--- src/rtl/frame_stat_tracker_pkg.sv ---
// frame_stat_pkg
//   Shared definitions for the frame statistics tracker.
//   - DEF_DW / DEF_FRAME_LEN : default sample width and frame length
//   - state_e                : controller states, 2-bit encoding
package frame_stat_pkg;

  localparam int DEF_DW        = 4;
  localparam int DEF_FRAME_LEN = 8;

  typedef enum logic [1:0] {
    IDLE   = 2'd0,
    ACCUM  = 2'd1,
    REPORT = 2'd2
  } state_e;

endpackage

--- src/rtl/frame_stat_tracker_if.sv ---
// frame_stat_tracker_if
//   Groups the frame-start request, the sample stream and the result stream.
//   Ports (by modport, "slave" is the tracker side):
//     start, thresh        frame start request and its threshold
//     in_valid, in_data    sample stream, in_ready back-pressure
//     out_valid, out_ready result handshake
//     max_val, min_val     frame extremes
//     n_gt, n_eq, n_lt     per-class sample counts
//     busy                 frame in progress or result pending
interface frame_stat_tracker_if
  import frame_stat_pkg::*;
#(
  parameter int DW    = DEF_DW,
  parameter int CNT_W = $clog2(DEF_FRAME_LEN + 1)
);

  logic             start;
  logic [DW-1:0]    thresh;
  logic             in_valid;
  logic [DW-1:0]    in_data;
  logic             in_ready;
  logic             out_valid;
  logic             out_ready;
  logic [DW-1:0]    max_val;
  logic [DW-1:0]    min_val;
  logic [CNT_W-1:0] n_gt;
  logic [CNT_W-1:0] n_eq;
  logic [CNT_W-1:0] n_lt;
  logic             busy;

  // Producer of samples and consumer of results
  modport master (
    output start, thresh, in_valid, in_data, out_ready,
    input  in_ready, out_valid, max_val, min_val, n_gt, n_eq, n_lt, busy
  );

  // The tracker itself
  modport slave (
    input  start, thresh, in_valid, in_data, out_ready,
    output in_ready, out_valid, max_val, min_val, n_gt, n_eq, n_lt, busy
  );

endinterface

--- src/rtl/frame_stat_tracker_mag_cmp.sv ---
// mag_cmp
//   Combinational three-way unsigned magnitude compare of a_i against b_i.
//   Ports:
//     a_i, b_i  operands (DW bits, unsigned)
//     gt_o      a_i > b_i
//     eq_o      a_i == b_i
//     lt_o      a_i < b_i
module mag_cmp
  import frame_stat_pkg::*;
#(
  parameter int DW = DEF_DW
) (
  input  logic [DW-1:0] a_i,
  input  logic [DW-1:0] b_i,
  output logic          gt_o,
  output logic          eq_o,
  output logic          lt_o
);

  assign gt_o = (a_i >  b_i);
  assign eq_o = (a_i == b_i);
  assign lt_o = (a_i <  b_i);

endmodule

--- src/rtl/frame_stat_tracker.sv ---
// frame_stat_tracker
//   Collects a frame of FRAME_LEN unsigned samples, classifies each against a
//   threshold captured when the frame starts, tracks the frame max/min and
//   offers {max, min, n_gt, n_eq, n_lt} on a valid/ready result handshake.
//   Ports:
//     clk    rising-edge clock
//     rst_n  asynchronous active-low reset
//     bus    frame_stat_tracker_if.slave (start/thresh, sample stream,
//            result stream, busy)
module frame_stat_tracker
  import frame_stat_pkg::*;
#(
  parameter int DW        = DEF_DW,
  parameter int FRAME_LEN = DEF_FRAME_LEN,
  parameter int CNT_W     = $clog2(FRAME_LEN + 1)
) (
  input  logic clk,
  input  logic rst_n,
  frame_stat_tracker_if.slave bus
);

  localparam int              IDX_W    = (FRAME_LEN > 1) ? $clog2(FRAME_LEN) : 1;
  localparam logic [IDX_W-1:0] LAST_IDX = IDX_W'(FRAME_LEN - 1);
  localparam logic [DW-1:0]    ALL_ONES = {DW{1'b1}};

  state_e           state_q, state_d;
  logic [DW-1:0]    thresh_q, thresh_d;
  logic [DW-1:0]    max_q, max_d;
  logic [DW-1:0]    min_q, min_d;
  logic [CNT_W-1:0] gt_q, gt_d;
  logic [CNT_W-1:0] eq_q, eq_d;
  logic [CNT_W-1:0] lt_q, lt_d;
  logic [IDX_W-1:0] idx_q, idx_d;

  logic accept;
  logic thGt, thEq, thLt;
  logic mxGt, mxEq, mxLt;
  logic mnGt, mnEq, mnLt;
  logic unused_flags;

  // Classification against the captured threshold
  mag_cmp #(.DW(DW)) u_cmp_thresh (
    .a_i(bus.in_data), .b_i(thresh_q), .gt_o(thGt), .eq_o(thEq), .lt_o(thLt)
  );

  // Running-max update: strictly greater only, ties leave max unchanged
  mag_cmp #(.DW(DW)) u_cmp_max (
    .a_i(bus.in_data), .b_i(max_q), .gt_o(mxGt), .eq_o(mxEq), .lt_o(mxLt)
  );

  // Running-min update: strictly less only, ties leave min unchanged
  mag_cmp #(.DW(DW)) u_cmp_min (
    .a_i(bus.in_data), .b_i(min_q), .gt_o(mnGt), .eq_o(mnEq), .lt_o(mnLt)
  );

  assign unused_flags = mxEq | mxLt | mnGt | mnEq;

  // Handshake flags are pure state decodes so they react in the cycle the
  // state changes, while all result fields come straight from registers.
  assign bus.in_ready  = (state_q == ACCUM);
  assign bus.out_valid = (state_q == REPORT);
  assign bus.busy      = (state_q != IDLE);
  assign accept        = bus.in_valid & bus.in_ready;

  assign bus.max_val = max_q;
  assign bus.min_val = min_q;
  assign bus.n_gt    = gt_q;
  assign bus.n_eq    = eq_q;
  assign bus.n_lt    = lt_q;

  // State and statistics registers; min resets to all-ones so the first
  // sample of a frame always replaces it.
  always_ff @(posedge clk or negedge rst_n) begin
    if (!rst_n) begin
      state_q  <= IDLE;
      thresh_q <= '0;
      max_q    <= '0;
      min_q    <= ALL_ONES;
      gt_q     <= '0;
      eq_q     <= '0;
      lt_q     <= '0;
      idx_q    <= '0;
    end else begin
      state_q  <= state_d;
      thresh_q <= thresh_d;
      max_q    <= max_d;
      min_q    <= min_d;
      gt_q     <= gt_d;
      eq_q     <= eq_d;
      lt_q     <= lt_d;
      idx_q    <= idx_d;
    end
  end

  // Next-state and statistics update. Start is only looked at in IDLE, so a
  // start that coincides with the result handshake just returns to IDLE.
  // idx is not advanced on the final accept; it is cleared at the next start.
  always_comb begin
    state_d  = state_q;
    thresh_d = thresh_q;
    max_d    = max_q;
    min_d    = min_q;
    gt_d     = gt_q;
    eq_d     = eq_q;
    lt_d     = lt_q;
    idx_d    = idx_q;

    case (state_q)
      IDLE: begin
        if (bus.start) begin
          thresh_d = bus.thresh;
          max_d    = '0;
          min_d    = ALL_ONES;
          gt_d     = '0;
          eq_d     = '0;
          lt_d     = '0;
          idx_d    = '0;
          state_d  = ACCUM;
        end
      end
      ACCUM: begin
        if (accept) begin
          if (thGt)      gt_d = gt_q + CNT_W'(1);
          else if (thEq) eq_d = eq_q + CNT_W'(1);
          else if (thLt) lt_d = lt_q + CNT_W'(1);
          if (mxGt) max_d = bus.in_data;
          if (mnLt) min_d = bus.in_data;
          if (idx_q == LAST_IDX) state_d = REPORT;
          else                   idx_d   = idx_q + IDX_W'(1);
        end
      end
      REPORT: begin
        if (bus.out_ready) state_d = IDLE;
      end
      default: state_d = IDLE;
    endcase
  end

endmodule
--- src/flat_wrapper.sv ---
// flat-port wrapper written by rule: the top's interface ports become plain ports
module frame_stat_tracker_flat import frame_stat_pkg::*;
#(
  parameter int DW        = DEF_DW,
  parameter int FRAME_LEN = DEF_FRAME_LEN,
  parameter int CNT_W     = $clog2(FRAME_LEN + 1)
)
  (clk, rst_n, bus_start, bus_thresh, bus_in_valid, bus_in_data, bus_out_ready, bus_in_ready, bus_out_valid, bus_max_val, bus_min_val, bus_n_gt, bus_n_eq, bus_n_lt, bus_busy);
  frame_stat_tracker_if #(.DW(DW), .CNT_W(CNT_W)) bus_i ();
  input  logic clk;
  input  logic rst_n;
  input wire logic [$bits(bus_i.start)-1:0] bus_start;
  input wire logic [$bits(bus_i.thresh)-1:0] bus_thresh;
  input wire logic [$bits(bus_i.in_valid)-1:0] bus_in_valid;
  input wire logic [$bits(bus_i.in_data)-1:0] bus_in_data;
  input wire logic [$bits(bus_i.out_ready)-1:0] bus_out_ready;
  output wire logic [$bits(bus_i.in_ready)-1:0] bus_in_ready;
  output wire logic [$bits(bus_i.out_valid)-1:0] bus_out_valid;
  output wire logic [$bits(bus_i.max_val)-1:0] bus_max_val;
  output wire logic [$bits(bus_i.min_val)-1:0] bus_min_val;
  output wire logic [$bits(bus_i.n_gt)-1:0] bus_n_gt;
  output wire logic [$bits(bus_i.n_eq)-1:0] bus_n_eq;
  output wire logic [$bits(bus_i.n_lt)-1:0] bus_n_lt;
  output wire logic [$bits(bus_i.busy)-1:0] bus_busy;
  assign bus_i.start = bus_start;
  assign bus_i.thresh = bus_thresh;
  assign bus_i.in_valid = bus_in_valid;
  assign bus_i.in_data = bus_in_data;
  assign bus_i.out_ready = bus_out_ready;
  assign bus_in_ready = bus_i.in_ready;
  assign bus_out_valid = bus_i.out_valid;
  assign bus_max_val = bus_i.max_val;
  assign bus_min_val = bus_i.min_val;
  assign bus_n_gt = bus_i.n_gt;
  assign bus_n_eq = bus_i.n_eq;
  assign bus_n_lt = bus_i.n_lt;
  assign bus_busy = bus_i.busy;
  frame_stat_tracker #(.DW(DW), .FRAME_LEN(FRAME_LEN), .CNT_W(CNT_W)) u_core (.clk(clk), .rst_n(rst_n), .bus(bus_i));
endmodule
--- config.mk ---
export PLATFORM = sky130hd
export DESIGN_NAME = frame_stat_tracker_flat
export DESIGN_NICKNAME = d
export VERILOG_FILES = /design/src/rtl/frame_stat_tracker_pkg.sv /design/src/rtl/frame_stat_tracker_if.sv /design/src/rtl/frame_stat_tracker_mag_cmp.sv /design/src/rtl/frame_stat_tracker.sv /design/src/flat_wrapper.sv
export SDC_FILE = /design/constraint.sdc
export NUM_CORES = 1
export LEC_CHECK = 0
export CAP_MARGIN = 20
export CELL_PAD_IN_SITES_DETAIL_PLACEMENT = 0
export CELL_PAD_IN_SITES_GLOBAL_PLACEMENT = 1
export CORE_MARGIN = 8
export CORE_UTILIZATION = 37
export CTS_BUF_LIST = sky130_fd_sc_hd__clkbuf_4 sky130_fd_sc_hd__clkbuf_8 sky130_fd_sc_hd__clkbuf_16
export CTS_CLUSTER_DIAMETER = 30
export DETAILED_ROUTE_END_ITERATION = 8
export PLACE_DENSITY_LB_ADDON = 0.1
export SYNTH_ARGS = -nofsm -noshare
export SYNTH_HDL_FRONTEND = slang
export SYNTH_SLANG_ARGS = --single-unit
--- constraint.sdc ---
create_clock -name clk -period 2.4 [get_ports clk]
set_clock_uncertainty 0.05 [all_clocks]
set_input_delay 0.48 -clock clk [delete_from_list [all_inputs] [get_ports clk]]
set_output_delay 0.48 -clock clk [all_outputs]
set_load 0.01 [all_outputs]
==> results.ini, run 1 <==
[pwr]
ir_worst_vdd_mv = 0.6156
p_leak_nw = 1.037
finalPower_mw = 2.550
powerDensity_nw_per_um2 = 1177

[min_path]
holdPathEnd = u_core.idx_q[0]$_DFFE_PN0P_
holdPathStages = 1
hold_path_startpoint = u_core.idx_q[0]$_DFFE_PN0P_
hold_class = register to register

[global_routing]
grt_start_max_net_pins = 30
grt_pass1_wl_mm = 6.810
gr-total-overflow = 0
track_usage_pct = 13.48
antenna_found_initial = 0
grt_pass1_vias = 1459

[sta]
setup-violations-final = 0
grt_setup_unrepaired = false
finalSetupTns_ns = 0
fmax_ghz = 0.4306
slew_violations = 0
tightest_slew_ns = 0.4506
fin_crit_sh_pct = 96.77
period_needed_ns = 2.322
timing.final.hold_violations = 0
slew_headroom_pct = 69.96

[synthesis]
syn_area_um2 = 1565
synth_nets = 191
seq_area_frac_synth_pct = 46.68
syn_inst = 162
synth_top_family_by_area = simple AND/OR/NAND/NOR gates
synth-simple-area-share_pct = 17.19
synth-adder-area-share_pct = 12.79
synthMuxAreaShare_pct = 1.279
synth_compound_area_share_pct = 15.03
synth_top_area_share_pct = 39.97
ys_warn_count = 0
synth.avg_cell_area_um2 = 9.662
synth_area_leader_cell = dfrtp_1
synth-xor-area-share_pct = 2.238
ys_seq_elements = 29
synth_area_leaders = dfrtp_1 40%, ha_1 13%, dfstp_2 6.7%
synth_cell_type_count = 32

[critical_path]
arrival_ns = 2.48
crit_required_ns = 2.56
regToRegStartpoint = u_core.state_q[0]$_DFFE_PN0P_
critPathKind = primary input to register
reg2reg_slack_ns = 0.41
r2r_end = u_core.bus.n_gt[3]$_DFFE_PN0P_
worstPathCellList = clkdlybuf4s50_1 > inv_1 > ha_1 > and4_1 > a221o_1 > or3_1 > a21oi_1
slowest_stage = clkdlybuf4s50_1
startpoint_type = primary input
cp_max_fo = 6
cp_slowest_stage_delay_ns = 0.49
rr_worst_depth = 6
end_kind = register

[clock_network]
cts.sink_count = 29
post_cts_resize_count = 0
cts_made_buffers = 5
cts_hold_buf = 0
cts_max_level = 2
clk_pin_slew_worst_paths_ns = 0.06
clockBufferDepth = 2
post_cts.repair.setup_buffers = 0
cts_tree = done
cts_root_buf = clkbuf_8
clkLatencyLatePin_ns = 0.28

[drt]
drc = 0
viasPerCell = 5.086
drt_wl_total_mm = 3.964
first_pass_iters = 4
postRouteAntennaNets = 0
routed-via-count = 1363
first_iter_violations = 40
routedWlPerCell_um = 14.79

[final_layout]
mostFrequentLayoutCells = 35 x clkdlybuf4s50_1, 25 x dfrtp_1, 20 x nand2_1, 18 x inv_1, 16 x ha_1
area_growth_pct = 38.37
n_antenna_cell = 0
final_util_pct = 53.76
drive_above_1_share_pct = 13.76
fin_area_um2 = 2166
nNetsFinal = 246
fin_cells = 268
fill_cells = 379
layout_commonest_cell = clkdlybuf4s50_1

[floorplanning]
fp.dieH_um = 81.04
die_w_um = 81.04
ios = 36
std_cell_rows = 23
core-area_um2 = 4029
die-area_um2 = 6567
initial_core_util_pct = 38.85

[run_status]
status = finished, final reports clean

[placed_design]
gp_congestion = 0.7535
placed_area_um2 = 2079
placed_cells = 260
hpwl_mm = 3.147
numPortBuffers = 35

[job]
drv_cap = 0

layer usage:
layer,wire length [um],vias up,global-route usage [%]
li1,-,673,-
met1,1626,658,14.64
met2,2018,27,23.42
met3,261,5,5.077
met4,57,0,5.000
met5,0,-,0
cell usage after synthesis:
| cell type | number |
|---|---|
| o22a_1 | 4 |
| a21oi_1 | 6 |
| nor2b_1 | 1 |
| and3_1 | 2 |
| nor2_1 | 10 |
| clkbuf_1 | 1 |
| o221ai_1 | 1 |
| dfstp_2 | 4 |
| mux2i_1 | 2 |
| o21ai_0 | 14 |
| ha_1 | 16 |
| inv_2 | 1 |
| a22o_1 | 5 |
| or2_4 | 1 |
| or2_2 | 1 |
| xor2_1 | 4 |
| nand3b_1 | 1 |
| a211oi_1 | 1 |
| o21a_1 | 1 |
| nor3_1 | 1 |
| inv_1 | 18 |
| nand2_1 | 20 |
| or3_1 | 4 |
| dfrtp_1 | 25 |
| or2b_1 | 1 |
| nand4_1 | 3 |
| nand2b_1 | 1 |
| and2b_2 | 1 |
| and4_1 | 1 |
| o31ai_1 | 3 |
| a221o_1 | 1 |
| nand3_1 | 7 |
metrics by stage:
step,setup slack [ns],hold WS (ns)
4_1_cts,0.1004,0.4529
3_5_place_dp,-0.1923,0.4328
6_report,0.07758,0.4499
3_3_place_gp,-0.1368,0.4366
5_1_grt,0.007325,0.4781
2_1_floorplan,0.3965,0.1344
worst max path at each step:
stage / depth (start not counted) / start / slack [ns] / to
5_1_grt: 7 / bus_in_data[0] / 0.007 / u_core.bus.n_gt[3]$_DFFE_PN0P_
6_report: 7 / bus_in_data[0] / 0.08 / u_core.bus.n_gt[3]$_DFFE_PN0P_
3_3_place_gp: 7 / bus_in_data[0] / -0.14 / u_core.bus.n_gt[3]$_DFFE_PN0P_
3_5_place_dp: 7 / bus_in_data[0] / -0.19 / u_core.bus.n_gt[3]$_DFFE_PN0P_
4_1_cts: 7 / bus_in_data[0] / 0.10 / u_core.bus.n_gt[3]$_DFFE_PN0P_
2_1_floorplan: 6 / bus_in_data[0] / 0.40 / u_core.bus.n_gt[3]$_DFFE_PN0P_
worst max-delay path: cells and delay by family:
family,cells,cell delay (ns)
buf+inv,2,0.57
compound gates,2,0.55
simple gates,2,0.57
fa+ha+maj,1,0.31
registers in the layout (all words and copies together), names as in the netlist:
signal / cells
u_core.bus.max_val: 4
u_core.bus.min_val: 4
u_core.bus.n_eq: 4
u_core.bus.n_gt: 4
u_core.bus.n_lt: 4
u_core.idx_q: 3
u_core.state_q: 2
u_core.thresh_q: 4
area by class of cell:
class / count / area (um^2) / share of cell area, %
clock inverters: 3 / 17.52 / 0.8088
well taps: 50 / 62.56 / 2.889
flip-flops and latches: 29 / 730.7 / 33.74
inverters: 19 / 71.32 / 3.293
multi-input cells: 113 / 759.5 / 35.07
repair buffers: 49 / 455.4 / 21.03
clock buffers: 5 / 68.82 / 3.177
report_power, final:
group	internal (mW)	switching, mW	total [mW]
Combinational	0.667	0.616	1.28
Sequential	0.714	0.167	0.880
Clock	0.199	0.187	0.387
logic make-up after synthesis:
kind of cell,Yosys count
simple gates,55
compound gates,36
flops,29
buf+inv,20
fa+ha+maj,16
xor+xnor,4
mux,2
Power figures use the tool's default switching activity.
==> run 2, diff against run 1 <==
--- a/config.mk
+++ b/config.mk
@@ -5,12 +5,13 @@
 export SDC_FILE = /design/constraint.sdc
 export NUM_CORES = 1
 export LEC_CHECK = 0
+export ABC_AREA = 1
 export CAP_MARGIN = 20
 export CELL_PAD_IN_SITES_DETAIL_PLACEMENT = 0
 export CELL_PAD_IN_SITES_GLOBAL_PLACEMENT = 1
 export CORE_MARGIN = 8
-export CORE_UTILIZATION = 37
-export CTS_BUF_LIST = sky130_fd_sc_hd__clkbuf_4 sky130_fd_sc_hd__clkbuf_8 sky130_fd_sc_hd__clkbuf_16
+export CORE_UTILIZATION = 39
+export CTS_BUF_LIST = sky130_fd_sc_hd__clkbuf_2
 export CTS_CLUSTER_DIAMETER = 30
 export DETAILED_ROUTE_END_ITERATION = 8
 export PLACE_DENSITY_LB_ADDON = 0.1
==> results.ini, run 2 <==
[clock_network]
cts_made_buffers = 5
clkLatencyLatePin_ns = 0.36
cts_root_buf = clkbuf_2
cts.sink_count = 29
cts_hold_buf = 0
clockBufferDepth = 2
post_cts_resize_count = 0
post_cts.repair.setup_buffers = 0
clk_pin_slew_worst_paths_ns = 0.16
cts_tree = done
cts_max_level = 2

[final_layout]
layout_commonest_cell = nand2_1
fill_cells = 445
fin_cells = 321
multi_input_area_um2 = 888.4
mostFrequentLayoutCells = 81 x nand2_1, 35 x clkdlybuf4s50_1, 27 x inv_1, 25 x dfrtp_1, 23 x nand3_1
nNetsFinal = 297
drive_above_1_share_pct = 10.41
area_growth_pct = 23.26
regArea_um2 = 730.7
n_antenna_cell = 0
fin_area_um2 = 2221

[synthesis]
synth_ff_type = dfrtp_1
async_reset_ff_share_pct = 100.0
syn_inst = 227
synth_nets = 256
synth.avg_cell_area_um2 = 7.937
synth_most_common_cell = nand2_1
synth_area_leader_cell = dfrtp_1
seq_area_frac_synth_pct = 40.56
netlist_top_cells_count = 81 x nand2_1, 27 x inv_1, 25 x dfrtp_1
synth_cell_type_count = 25
synth_top_area_share_pct = 34.72
synth_enable_flop_cells = 0
ys_seq_elements = 29
syn_area_um2 = 1802
synth_area_leaders = dfrtp_1 35%, nand2_1 17%, ha_1 11%
ys_warn_count = 0

[critical_path]
crit_start = u_core.state_q[1]$_DFFE_PN0P_
cp_slowest_stage_delay_ns = 0.57
rr_worst_depth = 8
critPathKind = register to primary output
r2r_end = u_core.bus.min_val[3]$_DFFE_PN1P_
arrival_ns = 1.57
end_kind = primary output
regToRegStartpoint = u_core.bus.min_val[3]$_DFFE_PN1P_
worstPathCellList = inv_2 > nor2_1 > clkdlybuf4s50_1
reg2reg_slack_ns = 0.76
startpoint_type = register
slowest_stage = clkdlybuf4s50_1
crit_required_ns = 1.87
cp_max_fo = 2

[floorplanning]
die-area_um2 = 7051
ios = 36
initial_core_util_pct = 40.82
core-area_um2 = 4414
fp.dieH_um = 83.97
std_cell_rows = 24
die_w_um = 83.97

[job]
drv_cap = 0

[drt]
drt_wl_total_mm = 3.971
postRouteAntennaNets = 0
routedWlPerCell_um = 12.37
routed-via-count = 1475
first_iter_violations = 94
viasPerCell = 4.595
first_pass_iters = 6
drc = 0

[run_status]
status = finished, final reports clean

[sta]
tightest_slew_ns = 0.3879
slew_violations = 0
period_needed_ns = 2.100
grt_setup_unrepaired = false
timing.final.hold_violations = 0
setup-violations-final = 0
fin_crit_sh_pct = 87.51
slew_headroom_pct = 74.14
hold_ws_ns = 0.4329
fmax_ghz = 0.4761
finalSetupTns_ns = 0

[placed_design]
hpwl_mm = 3.000
placed_area_um2 = 2181
gp_congestion = 0.7743
placed_cells = 313
numPortBuffers = 35

[global_routing]
gr-total-overflow = 0
track_usage_pct = 12.26
grt_pass1_vias = 1436
grt_pass1_wl_mm = 7.113
antenna_found_initial = 0
grt_start_max_net_pins = 30

[min_path]
hold_class = primary input to async pin

[pwr]
finalPower_mw = 2.632
p_leak_nw = 1.209
powerDensity_nw_per_um2 = 1185
ir_worst_vdd_mv = 0.5669

==> run 2: cell count changes after synthesis, sizes merged, moves of 3 or more <==
cell   before  now
a22o        5    0
buf         0    3
inv        19   31
nand2      20   85
nand3       7   25
nand4       3    0
nor2       10   18
o21ai      14    8
o22a        4    0
o31ai       3    0
or3         4    1
==> run 2: per-layer routing <==
metal | up-vias | part of all wire [%] | global-route usage, %
met5 | - | 0 | 0
li1 | 793 | - | -
met2 | 24 | 44 | 18.39
met3 | 7 | 4.1 | 4.102
met4 | 0 | 1.4 | 4.396
met1 | 651 | 50 | 15.85
==> run 2: worst max-delay path by stage <==
stage | to | slack (ns) | cells after the start
floorplan | u_core.bus.n_lt[2]$_DFFE_PN0P_ | 0.87 | 9
global placement | u_core.bus.n_gt[0]$_DFFE_PN0P_ | 0.16 | 10
detailed placement | u_core.bus.n_gt[0]$_DFFE_PN0P_ | 0.17 | 10
CTS | bus_out_valid | 0.25 | 3
global route | bus_out_valid | 0.17 | 3
finish | bus_out_valid | 0.30 | 3
==> run 2: area by class of cell <==
type | count | share of cell area (%)
multi-input combinational | 163 | 40.00
sequential | 29 | 32.90
timing repair buffer | 38 | 16.79
inverter | 31 | 5.577
tap | 52 | 2.930
clock buffer | 6 | 1.352
clock inverter | 2 | 0.4507
==> run 2: logic make-up after synthesis <==
family          share of synthesized area [%]
xor+xnor                                2.917
simple gates                            31.74
buf+inv                                 10.14
fa+ha+maj                               11.11
compound gates                          3.542
flops                                   40.56
==> run 2: critical path: cells and delay by family (launching register included) <==
| kind | cells | cell delay, ns |
|---|---|---|
| flops | 1 | 0.43 |
| buf+inv | 2 | 0.64 |
| simple gates | 1 | 0.15 |
==> run 2: power by group <==
part | total (mW) | leakage, nW | internal, mW | switching [mW]
clock | 0.248 | 0.0327 | 0.0732 | 0.175
combinational | 1.47 | 0.820 | 0.662 | 0.809
sequential | 0.912 | 0.356 | 0.728 | 0.184
==> run 2: per-stage QoR <==
step                utilization (%)  setup slack, ns
finish                        50.31           0.2997
global route                  50.31           0.1741
CTS                           50.31           0.2483
detailed placement            49.40           0.1712
global placement              49.40           0.1586
floorplan                         -           0.8717
